### config.mk
export PLATFORM = sky130hd
export DESIGN_NAME = imm_gen_stage
export DESIGN_NICKNAME = d
export VERILOG_FILES = /design/src/rtl/imm_pkg.sv /design/src/rtl/imm_format.sv /design/src/rtl/imm_gen_stage.sv
export SDC_FILE = /design/constraint.sdc
export NUM_CORES = 1
export LEC_CHECK = 0
export BUFFER_PORTS_ARGS = -buffer_cell sky130_fd_sc_hd__buf_4
export CAP_MARGIN = 15
export CORE_ASPECT_RATIO = 0.75
export CORE_MARGIN = 1
export CORE_UTILIZATION = 45
export CTS_CLUSTER_SIZE = 12
export DETAILED_ROUTE_END_ITERATION = 10
export PLACE_DENSITY_LB_ADDON = 0.1
export SETUP_SLACK_MARGIN = 0.1
export SYNTH_ARGS = -nofsm -noshare
export SYNTH_HDL_FRONTEND = slang
export SYNTH_SLANG_ARGS = --single-unit
### constraint.sdc
create_clock -name clk -period 8.5 [get_ports clk]
set_input_delay 1.275 -clock clk [delete_from_list [all_inputs] [get_ports clk]]
set_output_delay 1.275 -clock clk [all_outputs]
set_load 0.01 [all_outputs]
### src/rtl/imm_pkg.sv
// imm_pkg: shared immediate-format codes, widths and payload types
package imm_pkg;
  localparam int XLEN_DEFAULT = 32;
  localparam int ILEN_DEFAULT = 32;
  typedef enum logic [2:0] {
    IMM_I = 3'd0,
    IMM_S = 3'd1,
    IMM_B = 3'd2,
    IMM_J = 3'd3,
    IMM_U = 3'd4,
    IMM_Z = 3'd5
  } imm_src_e;
  typedef struct packed {
    logic [XLEN_DEFAULT-1:0] imm;
    logic [XLEN_DEFAULT-1:0] target;
    logic                    illegal;
  } imm_payload_t;
  function automatic logic is_reserved(input logic [2:0] src);
    return src > 3'(IMM_Z);
  endfunction
endpackage

### src/rtl/imm_format.sv
// imm_format: combinational immediate decode and extension to XLEN
module imm_format
  import imm_pkg::*;
#(
  parameter int XLEN = XLEN_DEFAULT,
  parameter int ILEN = ILEN_DEFAULT
) (
  input  logic [ILEN-1:0] instr,
  input  logic [2:0]      imm_src,
  output logic [XLEN-1:0] imm,
  output logic            illegal
);
  logic [31:0] imm32;
  logic        unused_opcode;
  assign unused_opcode = ^instr[6:0];
  // Build the 32-bit immediate; every format, including U, is then sign-extended from bit 31
  always_comb begin
    imm32 = imm_src == 3'(IMM_I) ? {{20{instr[31]}}, instr[31:20]} :
            imm_src == 3'(IMM_S) ? {{20{instr[31]}}, instr[31:25], instr[11:7]} :
            imm_src == 3'(IMM_B) ? {{20{instr[31]}}, instr[7], instr[30:25], instr[11:8], 1'b0} :
            imm_src == 3'(IMM_J) ? {{12{instr[31]}}, instr[19:12], instr[20], instr[30:21], 1'b0} :
            imm_src == 3'(IMM_U) ? {instr[31:12], 12'b0} :
            imm_src == 3'(IMM_Z) ? {27'b0, instr[19:15]} :
            32'b0;
    illegal = is_reserved(imm_src);
  end
  assign imm = XLEN'($signed(imm32));
endmodule

### src/rtl/imm_gen_stage.sv
// imm_gen_stage: pipelined immediate generator with pc-relative target behind a 2-entry skid buffer
module imm_gen_stage
  import imm_pkg::*;
#(
  parameter int XLEN = XLEN_DEFAULT,
  parameter int ILEN = ILEN_DEFAULT
) (
  input  logic            clk,
  input  logic            reset,
  input  logic            in_valid,
  output logic            in_ready,
  input  logic [ILEN-1:0] instr,
  input  logic [XLEN-1:0] pc,
  input  logic [2:0]      imm_src,
  output logic            out_valid,
  input  logic            out_ready,
  output logic [XLEN-1:0] imm_ext,
  output logic [XLEN-1:0] target,
  output logic            illegal
);
  typedef enum logic [1:0] {EMPTY, ONE, TWO} state_e;
  typedef struct packed {
    logic [XLEN-1:0] imm;
    logic [XLEN-1:0] target;
    logic            illegal;
  } payload_t;
  state_e   state, state_n;
  payload_t main_q, skid_q, p_in;
  logic     in_xfer, out_xfer, load_main, load_skid, skid_to_main;
  logic [XLEN-1:0] fmt_imm;
  logic            fmt_illegal;
  imm_format #(.XLEN(XLEN), .ILEN(ILEN)) u_fmt (
    .instr   (instr),
    .imm_src (imm_src),
    .imm     (fmt_imm),
    .illegal (fmt_illegal)
  );
  assign p_in      = '{imm: fmt_imm, target: pc + fmt_imm, illegal: fmt_illegal};
  assign out_valid = state != EMPTY;
  assign in_ready  = state != TWO;
  assign in_xfer   = in_valid && in_ready;
  assign out_xfer  = out_valid && out_ready;
  assign imm_ext   = main_q.imm;
  assign target    = main_q.target;
  assign illegal   = main_q.illegal;
  // Occupancy next-state and which register captures the incoming payload
  always_comb begin
    state_n      = state;
    load_main    = 1'b0;
    load_skid    = 1'b0;
    skid_to_main = 1'b0;
    case (state)
      EMPTY: begin
        load_main = in_xfer;
        state_n   = in_xfer ? ONE : EMPTY;
      end
      ONE: begin
        load_main = in_xfer && out_xfer;
        load_skid = in_xfer && !out_xfer;
        state_n   = load_skid ? TWO : (out_xfer && !in_xfer) ? EMPTY : ONE;
      end
      TWO: begin
        skid_to_main = out_xfer;
        state_n      = out_xfer ? ONE : TWO;
      end
      default: state_n = EMPTY;
    endcase
  end
  // State and payload registers; reset flushes both entries and clears payloads
  always_ff @(posedge clk) begin
    if (reset) begin
      state  <= EMPTY;
      main_q <= '0;
      skid_q <= '0;
    end else begin
      state  <= state_n;
      main_q <= load_main ? p_in : skid_to_main ? skid_q : main_q;
      skid_q <= load_skid ? p_in : skid_q;
    end
  end
endmodule

==> results of run 1 <==
==> worst min-delay path by stage <==
stage	depth (start not counted)	slack (ps)	to
2_1_floorplan	2	440	skid_q[0]
6_report	2	460	target[0]
3_3_place_gp	2	440	skid_q[42]
4_1_cts	2	460	skid_q[38]
3_5_place_dp	2	450	skid_q[38]
5_1_grt	2	480	skid_q[42]
==> where the power goes <==
group          switching (mW)  internal (mW)  total (mW)
clock                   0.315          0.471       0.786
combinational           0.260          0.172       0.432
sequential             0.0274          0.665       0.693
total                   0.602           1.31        1.91
==> routing by layer <==
| metal | wire length (microns) | track usage [%] |
|---|---|---|
| met4 | 248 | 7.148 |
| met5 | 0 | 0 |
| met1 | 10920 | 40.83 |
| met3 | 1435 | 4.344 |
| met2 | 9037 | 37.31 |
==> registers in the layout, summed over array words and instances (netlist names) <==
signal / flops
illegal: 1
state: 2
imm_ext: 32
target: 32
skid_q: 65
==> cells by family after synthesis <==
family | count (synthesis) | share of synthesized area [%]
compound gates | 322 | 29.07
simple gates | 307 | 18.63
flops | 132 | 36.54
buf+inv | 98 | 5.190
fa+ha+maj | 34 | 5.986
xor+xnor | 27 | 3.270
mux | 9 | 1.315
==> cell usage after synthesis (8+ instances only) <==
cell type    n  area, sq um
nor2_1      88        330.3
a21oi_1    138        690.7
nor3_1      18        90.09
xnor2_1     13        113.9
mux2i_1      8        80.08
a211oi_1    15        112.6
inv_1       25        93.84
buf_1       10        37.54
nand3_1     18        90.09
o21ai_0     24        120.1
nor2b_1     15        93.84
xor2_1      14        122.6
nand2_1    133        499.2
ha_1        33        412.9
dfxtp_1    132         2643
o22ai_1     15        93.84
a221oi_1    14        122.6
clkbuf_1    57        214.0
a21o_1      13        97.59
a22oi_1     49        367.9
==> worst register-to-register path, cell delays in order (launching register included) <==
cell	delay, ps
dfxtp_1	470
nor2b_1	290
nor2b_1	100
ha_1	200
nand2_1	120
a21oi_4	70
buf_4	300
nor2_4	250
buf_4	620
a22oi_1	160
o22ai_1	170
a211o_1	120
==> area by class of cell <==
type                            count  area (sq um)
Sequential cell                   132          2643
Clock inverter                     14         187.7
Timing Repair Buffer              137          1028
Tap cell                          205         256.5
Clock buffer                       18         429.2
Inverter                           25         93.84
Fill cell                        1455          6595
Multi-Input combinational cell    699          4235
==> metrics by stage <==
stage / std cells / utilization, % / cell area [sq um] / total power, mW / setup WS [ps]
finish: 1230 / 57.36 / 8874 / 1.911 / 3810
global route: 1230 / 57.36 / 8874 / 1.997 / 3474
CTS: 1230 / 57.36 / 8874 / 1.917 / 3920
detailed placement: 1198 / 53.38 / 8257 / 1.132 / 3497
global placement: 1198 / 53.38 / 8257 / 1.130 / 3501
floorplan: 929 / - / 7232 / 0.9843 / 4120
==> results.toml, run 1 <==
[drt]
wl_mm = 21.64
wire_per_inst_microns = 17.59
via_per_inst = 5.760
drc = 0
dr.first_iter.drc_count = 592
ant_nets = 0
vias = 7085
firstDrtPassIters = 5

[die]
rows = 39
die_h_microns = 111.8
core_sq_um = 15470
die-area_sq_um = 16590
die_w_microns = 148.4
start_util_pct = 46.75
io_pins = 138

[layout]
final_layout_size_suffix_gt1_share_pct = 18.63
fin_nets = 1117
final_cell_mix = "a21oi_1 (137), buf_4 (137), nand2_1 (133)"
n_antenna_cell = 0
syn_to_final_growth_pct = 22.70

[clocking]
cts_tree = "yes"
cts_buffer_depth = 2
ctsHoldBuffers = 0
clock-sinks = 132
clk_pin_slew_ps = 60
htree_num_levels = 4
insertion_delay_ps = 420
postCtsSetupBuffers = 0
cts-buffers-inserted = 17
cts-resized-gates = 0
ctsRootBufferMaster = "clkbuf_16"

[critical_path]
worstPathRequired_ps = 8790
start_kind = "input port"
crit_path_end = "target[28]"
worst_path_max_delay_cell = "o21ai_0"
crit_arrival_ps = 4980
ff2ff_setup_slack_ps = 5580
worstPathCellList = "buf_4, xor2_1, mux2i_1, o21ai_0, inv_1, fa_1, nor2b_1, o2111ai_1, a21oi_1, o22ai_1, a21oi_2, a41oi_1, xor2_1, o22ai_1"
crit_buf_inv = 2
critPathMaxFanout = 18
r2r_start = "state[1]"
crit_type = "input port to flip-flop"
r2r-end = "target[29]"
end_kind = "flip-flop"
crit_family = "compound AO/OA/AOI/OAI gates"
critPathLaunch = "imm_src[1]"
worst-path-stages = 14
r2r_cells = 11
slowest_delay_ps = 570

[yosys]
synth_cell_types = 65
syn_inst = 929
ys.flop_type = "dfxtp_1"
avgSynthCellArea_sq_um = 7.785
synthesis.area_sq_um = 7232
yosysSeqAreaShare_pct = 36.54
yosys_warnings = 0
synth-edff-count = 0
synth-seq-cells = 132
syn_nets = 1034
async_flop_share_pct = 0

[worst_hold_path]
hold_start = "target[0]"
hp-class = "flip-flop to flip-flop"

[global_route]
grt_pass1_wl_mm = 34.33
grt_max_degree = 95
antenna_found_initial = 0
grt.overflow.total = 0
track_usage_pct = 26.47
grt_pass1_vias = 6377

[placement]
port_buffers = 130
place_congestion = 0.8886
dp_hpwl_mm = 14.55

[sta]
hold_violations = 0
worst_slew_pin_slew_ps = 1023
finalCritPeriodShare_pct = 55.18
finalClockSkew_ps = 8.282
period_needed_ps = 4690
finalSetupTns_ps = 0
rsz0062_at_grt = "no"
relSlewSlack_pct = 31.82
setup_viol = 0
slew_violations = 0
hold_slack_ps = 456.0
fmax_mhz = 213.2

[status]
status = "completed"

[job]
maxCapViolCount = 0

[power_and_ir_drop]
ir_drop_v = 0.0001432
p_per_area_nw_per_um2 = 215.4
power.leakage_nw = 3.609
Power figures use the tool's default switching activity.
==> run 2: changes to the inputs <==
==> constraint.sdc (replaced) <==
create_clock -name clk -period 4.3 [get_ports clk]
set_input_delay 0.645 -clock clk [delete_from_list [all_inputs] [get_ports clk]]
set_output_delay 0.645 -clock clk [all_outputs]
set_load 0.01 [all_outputs]
==> run 2 against run 1 <==
  * Final cell count grew 0.73%
  * Flip-flop and latch count is the same
  * Global-route usage grew 0.20 points
  * Critical path type unchanged
  * Largest cell class unchanged
==> results.toml, run 2 (same netlist as run 1, synthesis figures left out) <==
[sta]
finalClockSkew_ps = 5.636
finalCritPeriodShare_pct = 88.63
finalSetupTns_ps = 0
fmax_mhz = 262.4
setup_viol = 0
hold_violations = 0
slew_violations = 0
period_needed_ps = 3811
worst_slew_pin_slew_ps = 1061
relSlewSlack_pct = 29.24
rsz0062_at_grt = "no"

[die]
core_sq_um = 15470
die_w_microns = 148.4
start_util_pct = 46.75
die-area_sq_um = 16590
die_h_microns = 111.8
rows = 39
io_pins = 138

[drt]
drc = 0
wl_mm = 21.89
wire_per_inst_microns = 17.67
vias = 7037
via_per_inst = 5.680
ant_nets = 0
firstDrtPassIters = 5
dr.first_iter.drc_count = 680

[power_and_ir_drop]
ir_drop_v = 0.0002797
p_per_area_nw_per_um2 = 409.4
p_total_mw = 3.645
power.leakage_nw = 3.641

[global_route]
grt_pass1_wl_mm = 34.31
track_usage_pct = 26.67
antenna_found_initial = 0
grt_pass1_vias = 6350
grt_max_degree = 102
grt.overflow.total = 0

[critical_path]
r2r_start = "state[1]"
critPathMaxFanout = 9
worstPathRequired_ps = 4600
crit_arrival_ps = 4110
worstPathCellList = "buf_4, xor2_1, mux2i_1, o21ai_0, ha_1, a21oi_1, o211ai_2, a221oi_4, nor2_4, a2111oi_4, o21ba_2, nor4_1, a311o_1"
end_kind = "flip-flop"
ff2ff_setup_slack_ps = 1560
crit_type = "input port to flip-flop"
slowest_delay_ps = 540
r2r-end = "skid_q[56]"
r2r_cells = 7
worst_path_max_delay_cell = "o21ai_0"
start_kind = "input port"

[clocking]
cts-resized-gates = 0
insertion_delay_ps = 420
postCtsSetupBuffers = 0
clock-sinks = 132
htree_num_levels = 4
cts_buffer_depth = 2
ctsHoldBuffers = 0
cts_tree = "yes"
cts-buffers-inserted = 17
ctsRootBufferMaster = "clkbuf_16"
clk_pin_slew_ps = 50

[layout]
fin_nets = 1128
syn_to_final_growth_pct = 23.13
final_common_cell = "buf_4"
regMostFlops = "skid_q"
final_layout_size_suffix_gt1_share_pct = 19.26
largest_reg_flops = 65
final_cell_mix = "buf_4 (148), a21oi_1 (137), nand2_1 (133)"
postLayoutCellArea_sq_um = 8905

[worst_hold_path]
hp-class = "flip-flop to flip-flop"
hold_depth = 2
hold_start = "skid_q[43]"
whs_endpoint = "skid_q[43]"

[placement]
dpl_cell_area_sq_um = 8339
place_congestion = 0.9261
port_buffers = 130
dp_hpwl_mm = 15.36

[status]
status = "completed"

[job]
maxCapViolCount = 0
[run 2: changes by cell type in the layout (fill, tap and decap cells not counted)]
cell       change
bufinv_16      -1
clkinv_2       +3
diode_2        +1
inv_6          -5
buf_4         +11
inv_8          -2
clkbuf_8       +2
[run 2: worst max-delay path by stage]
stage,end,cells after the start,slack [ps],start
2_1_floorplan,skid_q[28],16,550,imm_src[2]
3_3_place_gp,skid_q[28],13,150,imm_src[0]
3_5_place_dp,skid_q[28],13,90,imm_src[0]
4_1_cts,skid_q[28],13,530,imm_src[0]
5_1_grt,skid_q[28],13,360,imm_src[0]
6_report,skid_q[28],13,490,imm_src[0]
[run 2: power breakdown]
group	switching (mW)	internal, mW	leakage [nW]
clock network	0.537	0.871	0.270
logic	0.515	0.351	2.29
registers	0.0552	1.32	1.08
[run 2: critical path: cells and delay by family]
family	cells	cell delay, ps
buffers and inverters	1	150
AOI/OAI and AO/OA	7	2190
xor gates and xnor gates	1	410
muxes	1	160
and+or+nand+nor	2	130
adders and majority gates	1	410
[run 2: layer usage]
metal / wire (microns) / part of all wire (%) / vias to the layer above / GRT usage (%)
met1: 10870 / 50 / 3262 / 39.32
li1: - / - / 3518 / -
met4: 133 / 0.61 / 0 / 5.155
met5: 0 / 0 / - / 0
met2: 9270 / 42 / 242 / 38.31
met3: 1618 / 7.4 / 15 / 7.582
[run 2: stage by stage]
step                cells  hold WS, ps  setup WS [ps]  utilization [%]
floorplan             929        436.0          550.5                -
global placement     1209        442.9          154.4            53.91
detailed placement   1209        446.9          91.66            53.91
CTS                  1238        454.9          530.0            57.55
global route         1238        470.1          364.7            57.55
finish               1239        455.3          488.8            57.57
[run 2: layout make-up]
class,count,area (sq um)
clock buffer,20,456.7
fill,1498,6564
timing repair buffer,148,1111
inverter,25,93.84
tap,205,256.5
sequential,132,2643
multi-input combinational,699,4235
clock inverter,9,106.4
antenna,1,2.502
==> run 3: changes to the inputs <==
--- a/config.mk
+++ b/config.mk
@@ -5,6 +5,7 @@
 export SDC_FILE = /design/constraint.sdc
 export NUM_CORES = 1
 export LEC_CHECK = 0
+export ABC_AREA = 1
 export BUFFER_PORTS_ARGS = -buffer_cell sky130_fd_sc_hd__buf_4
 export CAP_MARGIN = 15
 export CORE_ASPECT_RATIO = 0.75
==> run 3 against run 2 <==
  * Core utilization decreased by 2.0 points
  * Design area up 11%
  * First-iteration DRC count grew 8.7%
  * Clock power barely moved
  * Sequential power barely moved
  * Sequential share of layout area shrank 2.8 points
  * Combinational power rose by 17%
  * Register-to-register slack worse by 20 ps
==> results.toml, run 3 <==
[status]
status = "completed"

[sta]
hold_violations = 0
rsz0062_at_grt = "no"
slew_violations = 0
worst_slew_pin_slew_ps = 882.5
period_needed_ps = 3679
setup_viol = 0
relSlewSlack_pct = 41.03
finalCritPeriodShare_pct = 85.55
finalSetupTns_ps = 0
finalClockSkew_ps = 6.089
fmax_mhz = 271.8

[critical_path]
worst_path_max_delay_cell = "o21ai_2"
crit_buf_inv = 5
worstPathRequired_ps = 4660
slowest_delay_ps = 780
worstPathCellList = "buf_4, inv_2, nand3_1, o21ai_2, o21ai_2, ha_1, nand2_1, inv_1, nand2_1, inv_1, nand2_1, inv_1, a21oi_1, nand2_1, nand2_1, nand3_1, a21oi_1"
crit_arrival_ps = 4040
end_kind = "flip-flop"
crit_type = "input port to flip-flop"
critPathMaxFanout = 13
start_kind = "input port"
cpMostUsedCell = "nand2_1"
crit_family = "compound AO/OA/AOI/OAI gates"

[layout]
regMostFlops = "skid_q"
final_layout_size_suffix_gt1_share_pct = 15.36
final_cell_mix = "nand2_1 (369), inv_1 (201), buf_4 (137)"
fin_nets = 1459
final_common_cell = "nand2_1"
utilization_pct = 55.59
fillers = 1808
largest_reg_flops = 65
n_antenna_cell = 0
syn_to_final_growth_pct = 20.38

[clocking]
clk_pin_slew_ps = 70
cts-resized-gates = 0
cts_tree = "yes"
cts-buffers-inserted = 17
ctsRootBufferMaster = "clkbuf_16"
clock-sinks = 132
cts_buffer_depth = 2
htree_num_levels = 4
insertion_delay_ps = 430
ctsHoldBuffers = 0
postCtsSetupBuffers = 0

[power_and_ir_drop]
clock_power_share_pct = 37.2
switching_power_mw = 1.354
swShare_pct = 35.58
pwr-share-seq_pct = 36.3
p_int_mw = 2.450
p_comb_share_pct = 26.5
ir_drop_v = 0.0002144
p_per_area_nw_per_um2 = 386.4
power.leakage_nw = 5.136

[yosys]
synth_cell_types = 39
synth-seq-cells = 132
synth_top_area_share_pct = 32.31
syn_nets = 1357
synth-edff-count = 0
syn_inst = 1252
ys.flop_type = "dfxtp_1"
synthesis.area_sq_um = 8178
yosys_warnings = 0
async_flop_share_pct = 0
synth_commonest_cells = "nand2_1 (370), inv_1 (201), dfxtp_1 (132), a21oi_1 (79), nor2_1 (74)"
synthTopCellsByArea = "dfxtp_1 (32%), nand2_1 (17%), inv_1 (9.2%)"
yosysMostFrequentCell = "nand2_1"
avgSynthCellArea_sq_um = 6.532
synth_area_leader_cell = "dfxtp_1"
yosysSeqAreaShare_pct = 32.31

[die]
die_w_microns = 157.7
start_util_pct = 46.18
die-area_sq_um = 18720
core_sq_um = 17710
io_pins = 138
rows = 42
die_h_microns = 118.7

[placement]
dp_hpwl_mm = 19.65
place_congestion = 0.9962
port_buffers = 130

[global_route]
antenna_found_initial = 0
grt_pass1_wl_mm = 42.08
grt.overflow.total = 0
grt_pass1_vias = 7590
grt_max_degree = 67
track_usage_pct = 29.98

[drt]
dr.first_iter.drc_count = 739
firstDrtPassIters = 7
wire_per_inst_microns = 16.77
met2WireLength_mm = 10.78
vias = 8268
wl_mm = 26.98
drc = 0
highest_layer = "met4"
route.met3.wl_mm = 1.899
ant_nets = 0
via_per_inst = 5.139
m1WireLength_mm = 14.03

[worst_hold_path]
hp-class = "flip-flop to flip-flop"

[job]
maxCapViolCount = 0
## run 3: worst min-delay path, stage by stage (launching register included)
cell	delay, ps
dfxtp_1	310
nand2_1	60
a21oi_1	50
## run 3: logic make-up (layout without fill, tap and decap cells)
logic type | Yosys count | count (layout) | synth area share [%]
DFF | 132 | 132 | 32.31
adders and majority gates | 34 | 34 | 5.294
and+or+nand+nor | 528 | 528 | 26.44
xor gates and xnor gates | 13 | 13 | 1.392
buffers and inverters | 261 | 376 | 12.61
AOI/OAI and AO/OA | 284 | 284 | 21.96
## run 3: final timing paths
kind | slack [ps] | cells past startpoint | start | endpoint
worst max-delay path | 620 | 17 | imm_src[2] | target[30]
worst min-delay path | 470 | 2 | skid_q[1] | skid_q[1]
worst max register to register | 1540 | 11 | state[1] | target[18]
worst min register to register | 470 | 2 | skid_q[1] | skid_q[1]
## run 3: power groups by stage
stage          combinational, mW  clock (mW)  sequential (mW)
2_1_floorplan              0.622           0             1.42
6_report                    1.01        1.41             1.38
3_3_place_gp               0.989           0             1.40
4_1_cts                    0.999        1.44             1.38
3_5_place_dp               0.994           0             1.40
5_1_grt                     1.12        1.50             1.39
## run 3: layer usage
layer / vias to the layer above / GRT usage [%]
met5: - / 0
met4: 0 / 6.917
met3: 18 / 5.537
met2: 295 / 41.49
met1: 3731 / 46.74
li1: 4224 / -
## run 3: cell type report
type / instances / area (sq um) / share of cell area, %
multi-input combinational: 859 / 4519 / 45.91
sequential: 132 / 2643 / 26.84
timing repair buffer: 138 / 1049 / 10.65
inverter: 206 / 773.2 / 7.855
clock buffer: 17 / 425.4 / 4.321
tap: 242 / 302.8 / 3.076
clock inverter: 15 / 132.6 / 1.347
## run 3: metrics by stage
stage	worst slack, ps	cell area [sq um]	total power [mW]	std cells	hold WS, ps
2_1_floorplan	1518	8178	2.041	1252	445.4
3_3_place_gp	412.1	9286	2.393	1577	457.3
3_5_place_dp	317.4	9286	2.398	1577	458.4
4_1_cts	765.4	9844	3.820	1609	469.1
5_1_grt	404.1	9844	4.010	1609	500.5
6_report	621.2	9844	3.804	1609	468.8
